**config.mk**
```make
export PLATFORM = sky130hd
export DESIGN_NAME = wb_sel_pipe
export DESIGN_NICKNAME = d
export VERILOG_FILES = /design/src/rtl/cpu_pkg.sv /design/src/rtl/wb_sel_pipe_load_ext.sv /design/src/rtl/wb_sel_pipe.sv
export SDC_FILE = /design/constraint.sdc
export NUM_CORES = 1
export LEC_CHECK = 0
export ABC_CLOCK_PERIOD_IN_PS = 1600
export CAP_MARGIN = 25
export CORE_MARGIN = 3
export CORE_UTILIZATION = 48
export CTS_BUF_LIST = sky130_fd_sc_hd__clkbuf_4
export DETAILED_ROUTE_END_ITERATION = 6
export DONT_BUFFER_PORTS = 1
export PLACE_DENSITY = 0.68
export SKIP_LAST_GASP = 1
export SYNTH_ARGS = -nofsm -noshare
export SYNTH_HDL_FRONTEND = slang
export SYNTH_SLANG_ARGS = --single-unit
export TNS_END_PERCENT = 1
```
**constraint.sdc**
```tcl
create_clock -name clk -period 1.6 [get_ports clk]
set_clock_uncertainty 0.15 [all_clocks]
set_input_delay 0.16 -clock clk [delete_from_list [all_inputs] [get_ports clk]]
set_output_delay 0.16 -clock clk [all_outputs]
set_load 0.02 [all_outputs]
```
**src/rtl/cpu_pkg.sv**
```systemverilog
// cpu_pkg: constants shared by the writeback-select stage.
//   - LD_* : load-type encodings carried on ld_type.
//   - WB_* : writeback-source indices into src_flat.
//   - wb_state_e : occupancy of the WB stage register.
package cpu_pkg;

   localparam logic [2:0] LD_LB  = 3'b000;
   localparam logic [2:0] LD_LH  = 3'b001;
   localparam logic [2:0] LD_LW  = 3'b010;
   localparam logic [2:0] LD_LBU = 3'b100;
   localparam logic [2:0] LD_LHU = 3'b101;

   localparam int WB_PC4  = 0;
   localparam int WB_ALU  = 1;
   localparam int WB_MEM  = 2;
   localparam int WB_ZERO = 3;

   typedef enum logic {
      ST_EMPTY = 1'b0,
      ST_FULL  = 1'b1
   } wb_state_e;

endpackage

```
**src/rtl/wb_sel_pipe_load_ext.sv**
```systemverilog
// load_ext: combinational load-data extraction and extension.
//   word       in  32  raw memory read word
//   ld_type    in  3   LB/LH/LW/LBU/LHU
//   ld_addr_lo in  2   byte offset of the load address
//   data       out 32  extracted, sign/zero-extended data
// Misaligned halfwords are not trapped; the halfword picked by
// ld_addr_lo[1] is returned. Unknown ld_type passes the word through.
module load_ext
   import cpu_pkg::*;
(
   input  logic [31:0] word,
   input  logic [2:0]  ld_type,
   input  logic [1:0]  ld_addr_lo,
   output logic [31:0] data
);

   logic [31:0] shifted;
   logic [7:0]  byte_v;
   logic [15:0] half_v;

   always_comb begin
      shifted = word >> {ld_addr_lo, 3'b000};
      byte_v  = shifted[7:0];
      half_v  = ld_addr_lo[1] ? word[31:16] : word[15:0];
      case (ld_type)
         LD_LB:   data = {{24{byte_v[7]}}, byte_v};
         LD_LBU:  data = {24'h0, byte_v};
         LD_LH:   data = {{16{half_v[15]}}, half_v};
         LD_LHU:  data = {16'h0, half_v};
         LD_LW:   data = word;
         default: data = word;
      endcase
   end

endmodule

```
**src/rtl/wb_sel_pipe.sv**
```systemverilog
// wb_sel_pipe: writeback-source select, load extension and WB register.
//   clk, rst      rising-edge clock, async active-high reset
//   stall, flush  hold / bubble the WB register (flush wins)
//   in_valid      incoming instruction valid
//   src_flat      NUM_SRC sources, source k at [k*WIDTH +: WIDTH]
//   sel           source index; sel >= NUM_SRC writes zero
//   ld_type, ld_addr_lo  load extension controls (MEM_SRC only)
//   rd_in, we_in  destination register and write request
//   wb_valid, wb_we, wb_rd, wb_data  registered WB outputs
//   wb_data_nxt   combinational selected data, for forwarding
module wb_sel_pipe
   import cpu_pkg::*;
#(
   parameter int WIDTH     = 32,
   parameter int NUM_SRC   = 4,
   parameter int SEL_W     = 2,
   parameter int MEM_SRC   = WB_MEM,
   parameter int RF_ADDR_W = 5
) (
   input  logic                     clk,
   input  logic                     rst,
   input  logic                     stall,
   input  logic                     flush,
   input  logic                     in_valid,
   input  logic [NUM_SRC*WIDTH-1:0] src_flat,
   input  logic [SEL_W-1:0]         sel,
   input  logic [2:0]               ld_type,
   input  logic [1:0]               ld_addr_lo,
   input  logic [RF_ADDR_W-1:0]     rd_in,
   input  logic                     we_in,
   output logic                     wb_valid,
   output logic                     wb_we,
   output logic [RF_ADDR_W-1:0]     wb_rd,
   output logic [WIDTH-1:0]         wb_data,
   output logic [WIDTH-1:0]         wb_data_nxt
);

   logic [WIDTH-1:0] sel_raw;
   logic [WIDTH-1:0] mem_ext;
   logic             mem_hit;
   wb_state_e        state_q, state_nxt;

   // Out-of-range selects fall through to the zero default.
   always_comb begin
      sel_raw = '0;
      for (int k = 0; k < NUM_SRC; k++) begin
         if (sel == SEL_W'(k)) sel_raw = src_flat[k*WIDTH +: WIDTH];
      end
   end

   generate
      if (MEM_SRC < NUM_SRC && WIDTH == 32) begin : g_ldext
         load_ext u_load_ext (
            .word       (src_flat[MEM_SRC*WIDTH +: WIDTH]),
            .ld_type    (ld_type),
            .ld_addr_lo (ld_addr_lo),
            .data       (mem_ext)
         );
         assign mem_hit = (sel == SEL_W'(MEM_SRC));
      end else begin : g_noext
         assign mem_ext = '0;
         assign mem_hit = 1'b0;
      end
   endgenerate

   assign wb_data_nxt = mem_hit ? mem_ext : sel_raw;

   // Occupancy state: register / next-state / output.
   always_ff @(posedge clk or posedge rst) begin
      if (rst) state_q <= ST_EMPTY;
      else     state_q <= state_nxt;
   end

   always_comb begin
      state_nxt = state_q;
      if (flush)       state_nxt = ST_EMPTY;
      else if (!stall) state_nxt = in_valid ? ST_FULL : ST_EMPTY;
   end

   always_comb begin
      wb_valid = (state_q == ST_FULL);
   end

   // Payload register. x0 never writes; data is still captured for trace.
   always_ff @(posedge clk or posedge rst) begin
      if (rst) begin
         wb_we   <= 1'b0;
         wb_rd   <= '0;
         wb_data <= '0;
      end else if (flush) begin
         wb_we   <= 1'b0;
         wb_rd   <= '0;
         wb_data <= '0;
      end else if (!stall) begin
         wb_we   <= we_in & in_valid & (rd_in != '0);
         wb_rd   <= rd_in;
         wb_data <= wb_data_nxt;
      end
   end

endmodule

```
Yosys cells after proc, flatten, opt, wreduce, memory -nomap -nowiden. Index checks and enable logic that the tools add are counted.

Register bits after elaboration: 39. Output and inout bits: 71. Word-level logic and storage cells: 32.

Equal/unequal tests: 7. Shifts and indexed selects: 1. Muxes and demuxes: 15. Bitwise gates (word level): 2. Reduce and logical (&&, ||, !) cells: 3.

Operators by type and width (number): 32-bit two-way mux (6); 32-bit case mux with 4 select lines (1); 32-bit by 5-bit right shift with 8-bit output (1); 16-bit two-way mux (1); 5-bit two-way mux (2); 3-bit == test, second input constant (2); 1-bit two-way mux (5); 5-bit nonzero test (1); 2-bit == test, second input constant (2); 3-bit by 1-bit == test with 1-bit output, second input constant (1); 3-bit zero test (1); 1-bit bitwise AND (2); 2-bit by 1-bit == test with 1-bit output, second input constant (1); 2-bit zero test (1); 2-bit by 1-bit inequality test with 1-bit output, second input constant (1).

Longest topological paths before layout. Gate-level depths: netlist (run 1).

Depth in word-level cells: 7. Gate-level depth with buffers: 7. Mapped depth without buffers: 5.

Modules after synthesis. Synthesis (run 1) repeated with hierarchy kept, for this count alone.

Cells, all modules: 278. Area, all modules: 3020.4 µm².

Modules (own cells, without submodules): wb_sel_pipe (instances 1, cells an instance 169, area an instance 2392.3 µm², sequential area each 975.9 µm²); load_ext (instances 1, cells an instance 109, area an instance 628.1 µm², sequential area each 0.0 µm²).

Least setup slack after synthesis (run 1). Ideal clock, no wire load.

Path type: input port to flip-flop. From: input port ld_addr_lo[0]. To: register wb_data[15]. Data arrival time: 1.580 ns. Setup slack: -0.249 ns. Cell stages on the path: 6. Path buffers: 1. Cells stage by stage: buf_6 > mux2_4 > a221oi_4 > a221o_2 > o211ai_1 > o21a_1.

Longest elaborated chain between the ends: 5.

RTL lines: from (decl) (line wb_sel_pipe.sv:28) `input logic [1:0] ld_addr_lo,`; 32-bit by 5-bit right shift with 8-bit output (line wb_sel_pipe_load_ext.sv:22) `shifted = word >> {ld_addr_lo, 3'b000};`; 32-bit case mux with 4 select lines (line wb_sel_pipe_load_ext.sv:25) `case (ld_type)`; 32-bit two-way mux (line wb_sel_pipe.sv:66) `assign wb_data_nxt = mem_hit ? mem_ext : sel_raw;`; via wb_data_nxt[15] (line wb_sel_pipe.sv:35) `output logic [WIDTH-1:0] wb_data_nxt`; 32-bit two-way mux (line wb_sel_pipe.sv:94) `end else if (!stall) begin`; 32-bit two-way mux (line wb_sel_pipe.sv:90) `end else if (flush) begin`; to (signal assigned) (line wb_sel_pipe.sv:97) `wb_data <= wb_data_nxt;`; to (decl) (line wb_sel_pipe.sv:34) `output logic [WIDTH-1:0] wb_data,`.

The timed path passes the listed nets, and every way through them passes these cells. The select of a mux whose other input is x is not followed. A chain may end at the register's enable or synchronous reset.

Final worst setup path (run 1).
From: input port ld_addr_lo[0]. To: output port wb_data_nxt[15].

Longest elaborated chain between the ends: 3.

RTL lines (line): 32-bit by 5-bit right shift with 8-bit output (wb_sel_pipe_load_ext.sv:22); 32-bit case mux with 4 select lines (wb_sel_pipe_load_ext.sv:25); 32-bit two-way mux (wb_sel_pipe.sv:66); to (decl) (wb_sel_pipe.sv:35).

No other way between the ends.

==> results.toml, run 1 <==
[global_routing]
grt_overflow = 0
grt_pass1_wl_mm = 17.9
grt_max_degree = 51
grt_pass1_vias = 3182
antenna_found_initial = 0
grt_usage_pct = 30.7

[logic_synthesis]
ys_seq_elements = 39
synth_compound_area_share_pct = 31.7
synthSimpleGateAreaFrac_pct = 14.2
async_flop_share_pct = 100
synth_xor_area_share_pct = 0
avgSynthCellArea_um2 = 8.67
postSynthCellCount = 366
synth_area_leaders = "dfrtp_1 (31%), mux2i_1 (11%), mux2_2 (6.0%)"
synth_adder_area_share_pct = 0
syn_nets = 512
synth.distinct_cells = 44
ys_warn_count = 0
synth_top_area_cell = "dfrtp_1"
synth_area_um2 = 3170
synth_mux_area_share_pct = 17.7
ys_seq_area_share_pct = 30.8
synth_top_family_by_area = "compound AO/OA/AOI/OAI gates"
yosysMostFrequentCell = "dfrtp_1"
yosysTopAreaCellShare_pct = 30.8
synth-edff-count = 0
synth_ff_type = "dfrtp_1"
synth_common_cells = "dfrtp_1 (39), mux2i_1 (34), a21oi_1 (27), o21ai_0 (27), nor2_1 (23)"

[timing]
hold_ws_ns = -0.00741
setup_violations = 20
max_freq_ghz = 0.579
setup_ws_ns = -0.128
period_needed_ns = 1.73
hold_violations = 1
post-route-period-util_pct = 108
rsz0062_at_grt = "yes"
worst_pin_slew_ns = 0.865
final_max_slew_viol_count = 0
slew_headroom_pct = 42.1

[drt]
via_per_inst = 6.78
first_pass_iters = 5
wire_per_inst_um = 25.1
drtAntennaViolNets = 0
drc = 0
wl_mm = 12.0
num_vias = 3250
drt_iter0_drc = 319

[critical_path]
start_kind = "input port"
crit_chain = "mux2_4 > a221oi_4 > a221o_2 > o211ai_1 > buf_4"
criticalPathCategory = "in -> out"
path_max_fanout = 8
crit_slowest_cell = "a221oi_4"
setup.worst_path.end_class = "primary output"
critPathTopFamily = "compound AO/OA/AOI/OAI gates"
regToRegStartpoint = "wb_data[4]$_DFFE_PP0P_"
slowest_delay_ns = 0.42
arrival_ns = 1.42
startpoint = "ld_addr_lo[0]"
path_buf_inv = 1
critical_path_required_ns = 1.29

[power]
p_per_area_nw_per_um2 = 708
p_comb_share_pct = 34.9
power_switching_uw = 991
power_frac_seq_pct = 44.7
p_total_uw = 2680
p_leak_uw = 0.00174
power.internal_uw = 1690
p_sw_share_pct = 36.9
irDropWorstVdd_mv = 0.415
clkPwrFrac_pct = 20.4

[min_path]
hold_path.startpoint = "src_flat[111]"
holdCritPathClass = "in -> reg"

[job]
maxCapViolCount = 0

[floorplan]
die_h_um = 87.3
num_io_pins = 217
start_util_pct = 51.5
core-area_um2 = 6170
die-area_um2 = 7620
rows = 28
die_width_um = 87.3

[cells_and_area]
area_growth_pct = 19.4
fin_area_um2 = 3790
n_antenna_cell = 0
fin_nets = 549
final_layout_size_suffix_gt1_share_pct = 20.0
instances_no_fill = 479

[place]
dp.cells = 450
routabilityCongestion = 0.978
dp_slack_ns = -0.141
placed_cell_area_um2 = 3510
io_buffers = 0
dp_hpwl_mm = 9.04

[clock_network]
post_cts_buffers = 0
cts_root_buf = "clkbuf_4"
clkTransAtPathRegs_ns = 0.12
numClockSinks = 39
cts.path.max_buffers = 2
cts_inserted_buffers = 5
cts_tree = "yes"
insertion_delay_ns = 0.35
htreeDepth = 2

[status]
violations = "negative hold slack, negative setup slack"
status = "finished with violations"
-- worst register-to-register path, cell delays in order (launching register included) --
cell and delay (ns):
dfrtp_1 0.50, nor2b_1 0.18, a22o_1 0.20
-- worst paths after layout --
| path | endpoint | slack (ns) | cells after the start |
|---|---|---|---|
| min | wb_data[15]$_DFFE_PP0P_ | -0.007 | 3 |
| min in group asynchronous | wb_data[31]$_DFFE_PP0P_ | 0.11 | 2 |
| max reg2reg | wb_data[4]$_DFFE_PP0P_ | 0.48 | 2 |
| min reg2reg | wb_data[22]$_DFFE_PP0P_ | 0.50 | 1 |
| max | wb_data_nxt[15] | -0.13 | 5 |
| max in group asynchronous | wb_data[2]$_DFFE_PP0P_ | 0.68 | 3 |
-- cell families after synthesis --
kind of cell           Yosys count
AO/OA/AOI/OAI                  146
buffers and inverters           39
flip-flops                      39
multiplexers                    53
AND/OR/NAND/NOR                 89
-- flip-flops by register name, summed over array words and instances, names as in the netlist --
register  flops
wb_rd         5
wb_we         1
wb_data      32
wb_valid      1
-- metal layers --
layer | GRT usage, % | wire (µm) | vias to the layer above | share of wire, %
met5 | 0 | 0 | - | 0
met4 | 7.81 | 223 | 0 | 1.9
met3 | 12.5 | 1630 | 20 | 14
met2 | 47.7 | 5550 | 205 | 46
met1 | 39.7 | 4610 | 1581 | 38
li1 | - | - | 1444 | -
-- cell type report --
type                       instances  area [µm²]
inverter                           6        22.5
timing repair buffer              63         612
tap                               75        93.8
fill                             564        2380
clock buffer                       6        45.0
sequential                        39         976
clock inverter                     2        12.5
multi-input combinational        288        2030
-- metrics by stage --
| stage | util, % | hold WS [ns] | TNS, ns |
|---|---|---|---|
| 2_1_floorplan | - | 0.163 | -4.00 |
| 3_3_place_gp | 57.0 | -0.0414 | -1.60 |
| 3_5_place_dp | 57.0 | -0.0410 | -1.54 |
| 4_1_cts | 60.9 | -0.0290 | -1.28 |
| 5_1_grt | 61.4 | -0.0116 | -2.33 |
| 6_report | 61.4 | -0.00741 | -0.967 |
-- layout by cell type, fill, tap and decap left out, types with 6 or more instances in the layout --
| cell type | instances |
|---|---|
| nor2b_1 | 15 |
| buf_12 | 7 |
| a21o_1 | 13 |
| nor2_1 | 23 |
| o22ai_1 | 19 |
| dfrtp_1 | 39 |
| a21oi_1 | 27 |
| buf_4 | 36 |
| mux2i_1 | 34 |
| mux2_2 | 17 |
| nor3_1 | 6 |
| a311oi_1 | 13 |
| a22o_1 | 12 |
| clkbuf_4 | 6 |
| nand2_1 | 22 |
| o21ai_0 | 27 |
| dlygate4sd3_1 | 19 |
| o21a_1 | 13 |
-- repair_timing --
item / in CTS / in global routing
pin swaps: 2 / 1
resized for setup: 2 / 1
hold buffers: 18 / 1
endpoints found under the setup margin: 20 / 28
endpoints found under the hold margin: 61 / 5
-- power by group through the flow --
stage	sequential, µW	combinational (µW)	clock, µW
final	1200	938	547
after CTS	1200	924	553
after floorplan	1190	630	0
after detailed placement	1220	857	0
after global placement	1220	847	0
after global routing	1210	1010	613
Power figures use the tool's default switching activity.
==> run 2, diff against run 1 <==
CORE_ASPECT_RATIO = 0.8   (was unset)
==> run 2 against run 1 <==
  * The run ends with negative setup slack left
  * Final area increased by 0.50%
  * Wire length increased by 0.51%
  * Combinational power decreased by 3.8%
  * First-iteration DRC count decreased by 40%
  * Worst hold slack improved by 0.011 ns
  * Power decreased by 2.0%
  * Utilization increased by 0.34 points
  * Maximum frequency increased by 2.6%
  * Sequential share of layout area decreased by 0.13 points
  * Largest cell class unchanged
==> results.toml, run 2 (same netlist as run 1, synthesis figures left out) <==
[critical_path]
arrival_ns = 1.37
slowest_delay_ns = 0.30
criticalPathCategory = "in -> out"
startpoint = "ld_addr_lo[0]"
crit_chain = "mux2_4 > a221oi_4 > buf_6 > a221o_2 > o211ai_1 > buf_4"
path_max_fanout = 8
start_kind = "input port"
critical_path_required_ns = 1.29
regToRegStartpoint = "wb_rd[0]$_DFFE_PP0P_"
rrSetupSlack_ns = 0.01
crit_slowest_cell = "mux2_4"
rr_worst_depth = 3
setup.worst_path.end_class = "primary output"
r2r_end = "wb_rd[0]$_DFFE_PP0P_"
endpoint = "wb_data_nxt[15]"

[drt]
wl_mm = 12.1
drtAntennaViolNets = 0
via_per_inst = 6.62
first_pass_iters = 5
wire_per_inst_um = 24.4
num_vias = 3271
drt_iter0_drc = 192
drc = 0

[min_path]
holdCritPathClass = "in -> reg"

[floorplan]
die_width_um = 96.9
die-area_um2 = 7630
start_util_pct = 51.5
core-area_um2 = 6160
rows = 25
num_io_pins = 217
die_h_um = 78.7

[timing]
final_max_slew_viol_count = 0
setup_tns_ns = -0.764
period_needed_ns = 1.68
hold_violations = 0
setup_violations = 24
setup_ws_ns = -0.0844
slew_headroom_pct = 43.3
hold_ws_ns = 0.00309
worst_pin_slew_ns = 0.848
post-route-period-util_pct = 105
rsz0062_at_grt = "yes"
max_freq_ghz = 0.594

[place]
io_buffers = 0
routabilityCongestion = 0.879
dp_hpwl_mm = 8.91
dp.cells = 458

[clock_network]
cts_inserted_buffers = 5
clkTransAtPathRegs_ns = 0.13
cts_tree = "yes"
numClockSinks = 39
post_cts_buffers = 0
cts_root_buf = "clkbuf_4"
insertion_delay_ns = 0.34
cts.path.max_buffers = 2
htreeDepth = 2
hold_buffers = 28

[cells_and_area]
final_cell_mix = "buf_4 (43), dfrtp_1 (39), mux2i_1 (34), dlygate4sd3_1 (28)"
final_layout_size_suffix_gt1_share_pct = 20.1
n_antenna_cell = 0
largest_reg_flops = 32
instances_no_fill = 494
fin_nets = 558
top_regs = "wb_data x32, wb_rd x5"
regMostFlops = "wb_data"
area_growth_pct = 20.0
final_common_cell = "buf_4"

[status]
violations = "negative setup slack"
status = "finished with violations"

[power]
p_per_area_nw_per_um2 = 691
irDropWorstVdd_mv = 0.411
p_leak_uw = 0.00175

[global_routing]
grt_overflow = 0
grt_pass1_vias = 3284
grt_pass1_wl_mm = 18.5
grt_max_degree = 51
antenna_found_initial = 0
grt_usage_pct = 30.8

[job]
maxCapViolCount = 0
## run 2: metal layers
metal / vias to the layer above / global-route usage (%) / routed length, µm
met1: 1603 / 41.4 / 4940
met3: 10 / 9.48 / 1330
met2: 196 / 50.1 / 5700
li1: 1462 / - / -
met5: - / 0 / 0
met4: 0 / 4.91 / 113
## run 2: repair_timing
action                                 in CTS  in global routing
endpoints found under the hold margin      66                  1
setup endpoints to repair                  24                 29
resized for setup                           4                  2
pin swaps                                   0                  0
## run 2: through the flow
step	worst slack [ns]	power (µW)	utilization (%)	cell area [µm²]
finish	-0.0844	2630	61.8	3810
floorplan	-0.249	1820	-	3170
detailed placement	-0.166	2020	55.9	3450
global placement	-0.129	2010	55.9	3450
CTS	-0.0658	2630	61.7	3800
global route	-0.109	2760	61.8	3810
## run 2: cell type report
cell class                      instances  area (µm²)
Inverter                                6        22.5
Clock inverter                          3        20.0
Sequential cell                        39         976
Clock buffer                            5        37.5
Tap cell                               81         101
Fill cell                             560        2350
Timing Repair Buffer                   72         614
Multi-Input combinational cell        288        2040
## run 2: worst min path at each step
stage | depth (start not counted) | slack (ns) | to | startpoint
4_1_cts | 2 | -0.02 | wb_data[15]$_DFFE_PP0P_ | sel[1]
6_report | 2 | 0.003 | wb_data[15]$_DFFE_PP0P_ | sel[1]
2_1_floorplan | 2 | 0.16 | wb_rd[0]$_DFFE_PP0P_ | rd_in[0]
5_1_grt | 2 | -0.0002 | wb_data[15]$_DFFE_PP0P_ | sel[1]
3_3_place_gp | 2 | 0.06 | wb_data[16]$_DFFE_PP0P_ | rst
3_5_place_dp | 2 | 0.06 | wb_data[31]$_DFFE_PP0P_ | rst
## run 2: worst max-delay path, delay by kind of cell
family	cells	cell delay, ns
buf+inv	2	0.36
compound gates	3	0.56
mux	1	0.30
## run 2: where the power goes
part / internal, µW / leakage [µW] / total [µW] / switching, µW
Sequential: 1050 / 0.000517 / 1200 / 146
Clock: 169 / 0.0000288 / 529 / 360
Combinational: 430 / 0.00120 / 902 / 472
Total: 1650 / 0.00175 / 2630 / 978
